**src/rtl/way_age_victim_ctrl.sv**
```systemverilog
// way_age_victim_ctrl: per-set/per-way saturating age counters with a handshaked oldest-candidate victim picker
module way_age_victim_ctrl #(
  parameter int NUM_WAY       = 16,
  parameter int NUM_SET       = 4,
  parameter int SET_PTR_WIDTH = $clog2(NUM_SET),
  parameter int WAY_PTR_WIDTH = $clog2(NUM_WAY) + 1,
  parameter int AGE_WIDTH     = 4
) (
  input  logic                     clk_in,
  input  logic                     reset_n_in,
  input  logic                     access_valid_in,
  input  logic [SET_PTR_WIDTH-1:0] access_set_in,
  input  logic [WAY_PTR_WIDTH-1:0] access_way_in,
  input  logic                     victim_req_valid_in,
  output logic                     victim_req_ready_out,
  input  logic [SET_PTR_WIDTH-1:0] victim_req_set_in,
  input  logic [NUM_WAY-1:0]       victim_req_mask_in,
  output logic                     victim_resp_valid_out,
  input  logic                     victim_resp_ready_in,
  output logic [WAY_PTR_WIDTH-1:0] victim_resp_way_out,
  output logic [AGE_WIDTH-1:0]     victim_resp_age_out,
  output logic                     victim_resp_none_out
);
  typedef enum logic [1:0] {IDLE, CALC, RESP} state_t;
  localparam logic [WAY_PTR_WIDTH-1:0] WAY_LIM = WAY_PTR_WIDTH'(NUM_WAY);
  state_t state_q, state_d;
  logic [AGE_WIDTH-1:0] age_q [NUM_SET][NUM_WAY];
  logic [AGE_WIDTH-1:0] age_d [NUM_SET][NUM_WAY];
  logic [AGE_WIDTH-1:0] snap_q [NUM_WAY];
  logic [AGE_WIDTH-1:0] snap_d [NUM_WAY];
  logic [NUM_WAY-1:0] mask_q, mask_d;
  logic [WAY_PTR_WIDTH-1:0] way_q, way_d;
  logic [AGE_WIDTH-1:0] age_out_q, age_out_d;
  logic none_q, none_d;
  logic acc_hit;
  assign acc_hit = access_valid_in && (access_way_in < WAY_LIM);
  assign victim_req_ready_out  = (state_q == IDLE);
  assign victim_resp_valid_out = (state_q == RESP);
  assign victim_resp_way_out   = way_q;
  assign victim_resp_age_out   = age_out_q;
  assign victim_resp_none_out  = none_q;
  always_comb begin
    age_d = age_q;
    for (int s = 0; s < NUM_SET; s++)
      for (int w = 0; w < NUM_WAY; w++)
        if (acc_hit && access_set_in == SET_PTR_WIDTH'(s))
          age_d[s][w] = (access_way_in == WAY_PTR_WIDTH'(w)) ? '0 :
                        (&age_q[s][w]) ? age_q[s][w] : age_q[s][w] + AGE_WIDTH'(1);
  end
  // Pairwise max reduction over the snapshot; on equal ages the lower-index side is kept.
  always_comb begin
    logic                     tv [NUM_WAY];
    logic [AGE_WIDTH-1:0]     ta [NUM_WAY];
    logic [WAY_PTR_WIDTH-1:0] ti [NUM_WAY];
    for (int i = 0; i < NUM_WAY; i++) begin
      tv[i] = mask_q[i];
      ta[i] = snap_q[i];
      ti[i] = WAY_PTR_WIDTH'(i);
    end
    for (int s = 1; s < NUM_WAY; s = s * 2)
      for (int i = 0; i < NUM_WAY; i = i + 2 * s)
        if (i + s < NUM_WAY && tv[i+s] && (!tv[i] || ta[i+s] > ta[i])) begin
          tv[i] = 1'b1;
          ta[i] = ta[i+s];
          ti[i] = ti[i+s];
        end
    state_d   = state_q;
    mask_d    = mask_q;
    snap_d    = snap_q;
    way_d     = way_q;
    age_out_d = age_out_q;
    none_d    = none_q;
    case (state_q)
      IDLE: if (victim_req_valid_in) begin
        state_d = CALC;
        mask_d  = victim_req_mask_in;
        snap_d  = age_q[victim_req_set_in];
      end
      CALC: begin
        state_d   = RESP;
        way_d     = tv[0] ? ti[0] : '0;
        age_out_d = tv[0] ? ta[0] : '0;
        none_d    = !tv[0];
      end
      RESP:    state_d = victim_resp_ready_in ? IDLE : RESP;
      default: state_d = IDLE;
    endcase
  end
  always_ff @(posedge clk_in) begin
    if (!reset_n_in) begin
      state_q   <= IDLE;
      mask_q    <= '0;
      way_q     <= '0;
      age_out_q <= '0;
      none_q    <= 1'b0;
      for (int s = 0; s < NUM_SET; s++)
        for (int w = 0; w < NUM_WAY; w++)
          age_q[s][w] <= '0;
      for (int w = 0; w < NUM_WAY; w++)
        snap_q[w] <= '0;
    end else begin
      state_q   <= state_d;
      mask_q    <= mask_d;
      way_q     <= way_d;
      age_out_q <= age_out_d;
      none_q    <= none_d;
      age_q     <= age_d;
      snap_q    <= snap_d;
    end
  end
endmodule

```
**config.mk**
```make
export PLATFORM = sky130hd
export DESIGN_NAME = way_age_victim_ctrl
export DESIGN_NICKNAME = d
export VERILOG_FILES = /design/src/rtl/way_age_victim_ctrl.sv
export SDC_FILE = /design/constraint.sdc
export NUM_CORES = 1
export LEC_CHECK = 0
export ABC_CLOCK_PERIOD_IN_PS = 9300
export CAP_MARGIN = 20
export CORE_MARGIN = 2
export CORE_UTILIZATION = 30
export DETAILED_ROUTE_END_ITERATION = 16
export GPL_TIMING_DRIVEN = 0
export HOLD_SLACK_MARGIN = 0.05
export PLACE_DENSITY = 0.51
export SETUP_SLACK_MARGIN = 0.4
export SYNTH_ARGS = -nofsm -noshare
export SYNTH_HDL_FRONTEND = slang
export SYNTH_SLANG_ARGS = --single-unit
```
**constraint.sdc**
```tcl
create_clock -name clk_in -period 9.3 [get_ports clk_in]
set_input_delay 1.86 -clock clk_in [delete_from_list [all_inputs] [get_ports clk_in]]
set_output_delay 1.86 -clock clk_in [all_outputs]
set_load 0.01 [all_outputs]
```
==> impl_results.md <==
- CTS tree: done
- Max_cap viols: 0
- Initial antenna violation count: 7
- Sw frac: 25.6%
- Net Switching: roughly 930 µW
- Hold Path Class: reg2reg
- Postcts setup bufs: 0
- Dpl hpwl: 49600 µm
- Final setup TNS: 0 ns
- Util after Layout: 35.0%
- Core box area: 64300 µm²
- Crit Path Class: reg2reg
- Io pins: 42
- Design Area, Final: 22500 µm²
- RSZ-0062 raised after global routing: no
- Vias per std cell: 5.37
- Root buffer selected by CTS: clkbuf_16
- Total grt overflow: 0
- Yosys reg bits: 347
- # fillers: 6586
- Synth cell count leaders: 384 x nand2_1, 347 x dfxtp_1, 221 x nor2_1, 210 x o21ai_0, 124 x ha_1
- Peak supply drop: 0.0969 mV
- Yosys top cell area share: 35.6%
- # DRC: 0
- First-pass GRT wire length: slightly above 100000 µm
- Post_cts resized: 0
- Placed Cells: 3196
- Initial DRC Count: 1560
- Slew Limit Fails: 0
- Final Hold Vio Count: 0
- Antenna viol nets, final: 0
- Sequential element share of the synthesized area: 35.6%
- Warnings from Yosys: 0
- Leakage Power: 8.27 nW
- Num CTS Buffers: 44
- Worst-path clk slew: 0.06 ns
- Via count: roughly 18000
- WP data required: 9.75 ns
- Die X-Extent: 259 µm
- CP Launch Type: flip-flop
- Fin crit period: 6.86 ns
- Avg Cell Area, Syn: 8.48 µm²
- Nets@finish: 2541
- Synthesis-to-layout area growth: 15.6%
- Number of synthesized flops with an enable pin: 0
- Fmax: 0.146 GHz
- Cells after synthesis: 2299
- GR Layer Usage met3: 4.32%
- Clk pwr share: 49.5%
- Hold-fix buffers, CTS: 0
- Clk Latency, worst-skew pair: between 0.5 and 0.6 ns
- Share of layout cells above drive strength 1: 7.65%
- Most frequent cell after synthesis: nand2_1
- GRT Total Usage: 20.2%
- H-tree Lvls: 2
- Setup violators final: 0
- Die ar.: about 67000 µm²
- Ys async rst share: 0%
- Hold slack: 0.478 ns
- Global placer's final weighted congestion: between 0.8 and 0.9
- Fin cells: 3275
- Synth area leader: dfxtp_1
- Status: complete, no violations
- Most crowded layer after global routing: met2
- Worst Max-Slew Pin Slew: 1.24 ns
- Worst setup margin: ~2.4 ns
- Place WS: 2.55 ns
- Int Pwr: 2.71 mW
- Power after layout: 3.64 mW
- CP max FO: 10
- Top post-synthesis cells by area: dfxtp_1 36%, ha_1 8.0%, mux4_2 7.4%
- CP max stage delay: approximately 0.38 ns
- Seq pwr share: roughly two fifths
- Number of global-route vias before repair: roughly 17000
- CP arrival: 7.31 ns
- Pin count of the biggest net entering global routing: 13
- Pwr/cell area: 162 nW/µm²
- Final Skew: 0.0233 ns
- Row count: 93
- Die height: between 200 and 300 µm
- Worst setup EP type: flip-flop
- Synthesized area: 19500 µm²
- Met2 Use GR: 31.4%
- M1 GR Usage: between 20% and 30%
- Yosys cell types: 66
- Fin crit share: 73.8%
- Gate power share: 8.5%
- Port Buffers: 35
- Most used cell, CP: ha_1
- 1st-pass router iterations: 5
- Longest Clk Path Bufs: 3
- Number of clock sinks: roughly 350
- Initial Util: 30.3%
- Placed Area: 21000 µm²
- CP max stage cell: mux2i_1
- Routed WL: 68700 µm
- Synth Net Count: 2453
- Slew Limit Headroom: 17.2%
- Top_reg_cell synth: dfxtp_1
- Wirelength per Cell: 21.0 µm
-- metal layers --
metal | vias to the layer above | wire, µm
li1 | 8318 | -
met1 | 8412 | 30000
met2 | 708 | 30000
met3 | 134 | 6140
met4 | 0 | 2470
met5 | - | 0
-- registers in the layout, summed over array words and instances (netlist names) --
signal	cells
victim_resp_way_out	4
snap_q	64
victim_resp_none_out	1
state_q	2
age_q	256
mask_q	16
victim_resp_age_out	4
-- power by group through the flow --
stage	Combinational, mW	Clock, mW	Sequential [mW]
finish	0.309	1.80	1.53
global route	0.334	1.89	1.53
CTS	0.309	1.83	1.53
detailed placement	0.308	0	1.56
global placement	0.299	0	1.56
floorplan	0.191	0	1.56
-- path summary, 6_finish.rpt --
path	depth (start not counted)	end	start	slack (ns)
max	29	victim_resp_age_out[2]	snap_q[6]	2.44
min	2	victim_resp_way_out[2]	victim_resp_way_out[2]	0.48
max reg2reg	29	victim_resp_age_out[2]	snap_q[6]	2.44
min reg2reg	2	victim_resp_way_out[2]	victim_resp_way_out[2]	0.48
-- placed cells by master (no fill, tap or decap), drive strengths merged, types with 9 or more instances in the layout --
cell type        n
a21oi           94
a31oi           56
and3            22
clkdlybuf4s50   35
mux2i           66
mux4            64
ha             124
nand3           78
nand2          384
xor2            56
buf             26
inv             71
nor2b           17
a41oi            9
nand2b          19
nand4           64
a21boi          98
and2            46
xnor2           51
clkinv          10
clkbuf         160
dfxtp          347
nor2           221
o21ai          212
-- cell type report --
type | count | area, µm² | area share (%)
buffer | 118 | 475 | 2.11
antenna | 1 | 2.50 | 0.0111
sequential | 347 | 6950 | 30.8
clock buffer | 61 | 1270 | 5.66
timing repair buffer | 42 | 459 | 2.04
tap | 855 | 1070 | 4.75
multi-input combinational | 1765 | 11800 | 52.4
clock inverter | 17 | 239 | 1.06
inverter | 69 | 259 | 1.15
-- cells by family after synthesis --
logic type | count (synthesis) | synth area share [%]
AOI/OAI and AO/OA | 518 | 16.6
xor gates and xnor gates | 107 | 4.81
adders and majority gates | 124 | 7.96
buffers and inverters | 187 | 3.77
DFF | 347 | 35.6
muxes | 134 | 11.0
other | 1 | 0.0192
and+or+nand+nor | 881 | 20.2
-- worst max-delay path: cells and delay by family, from the launching register on --
family	cells	cell delay (ns)
buffers and inverters	4	0.69
AND/OR/NAND/NOR	6	0.76
flip-flops	1	0.37
multiplexers	2	0.70
AO/OA/AOI/OAI	13	3.00
adder cells (fa/ha/maj)	4	1.24
Note: power is estimated with default switching activity, not from simulation.
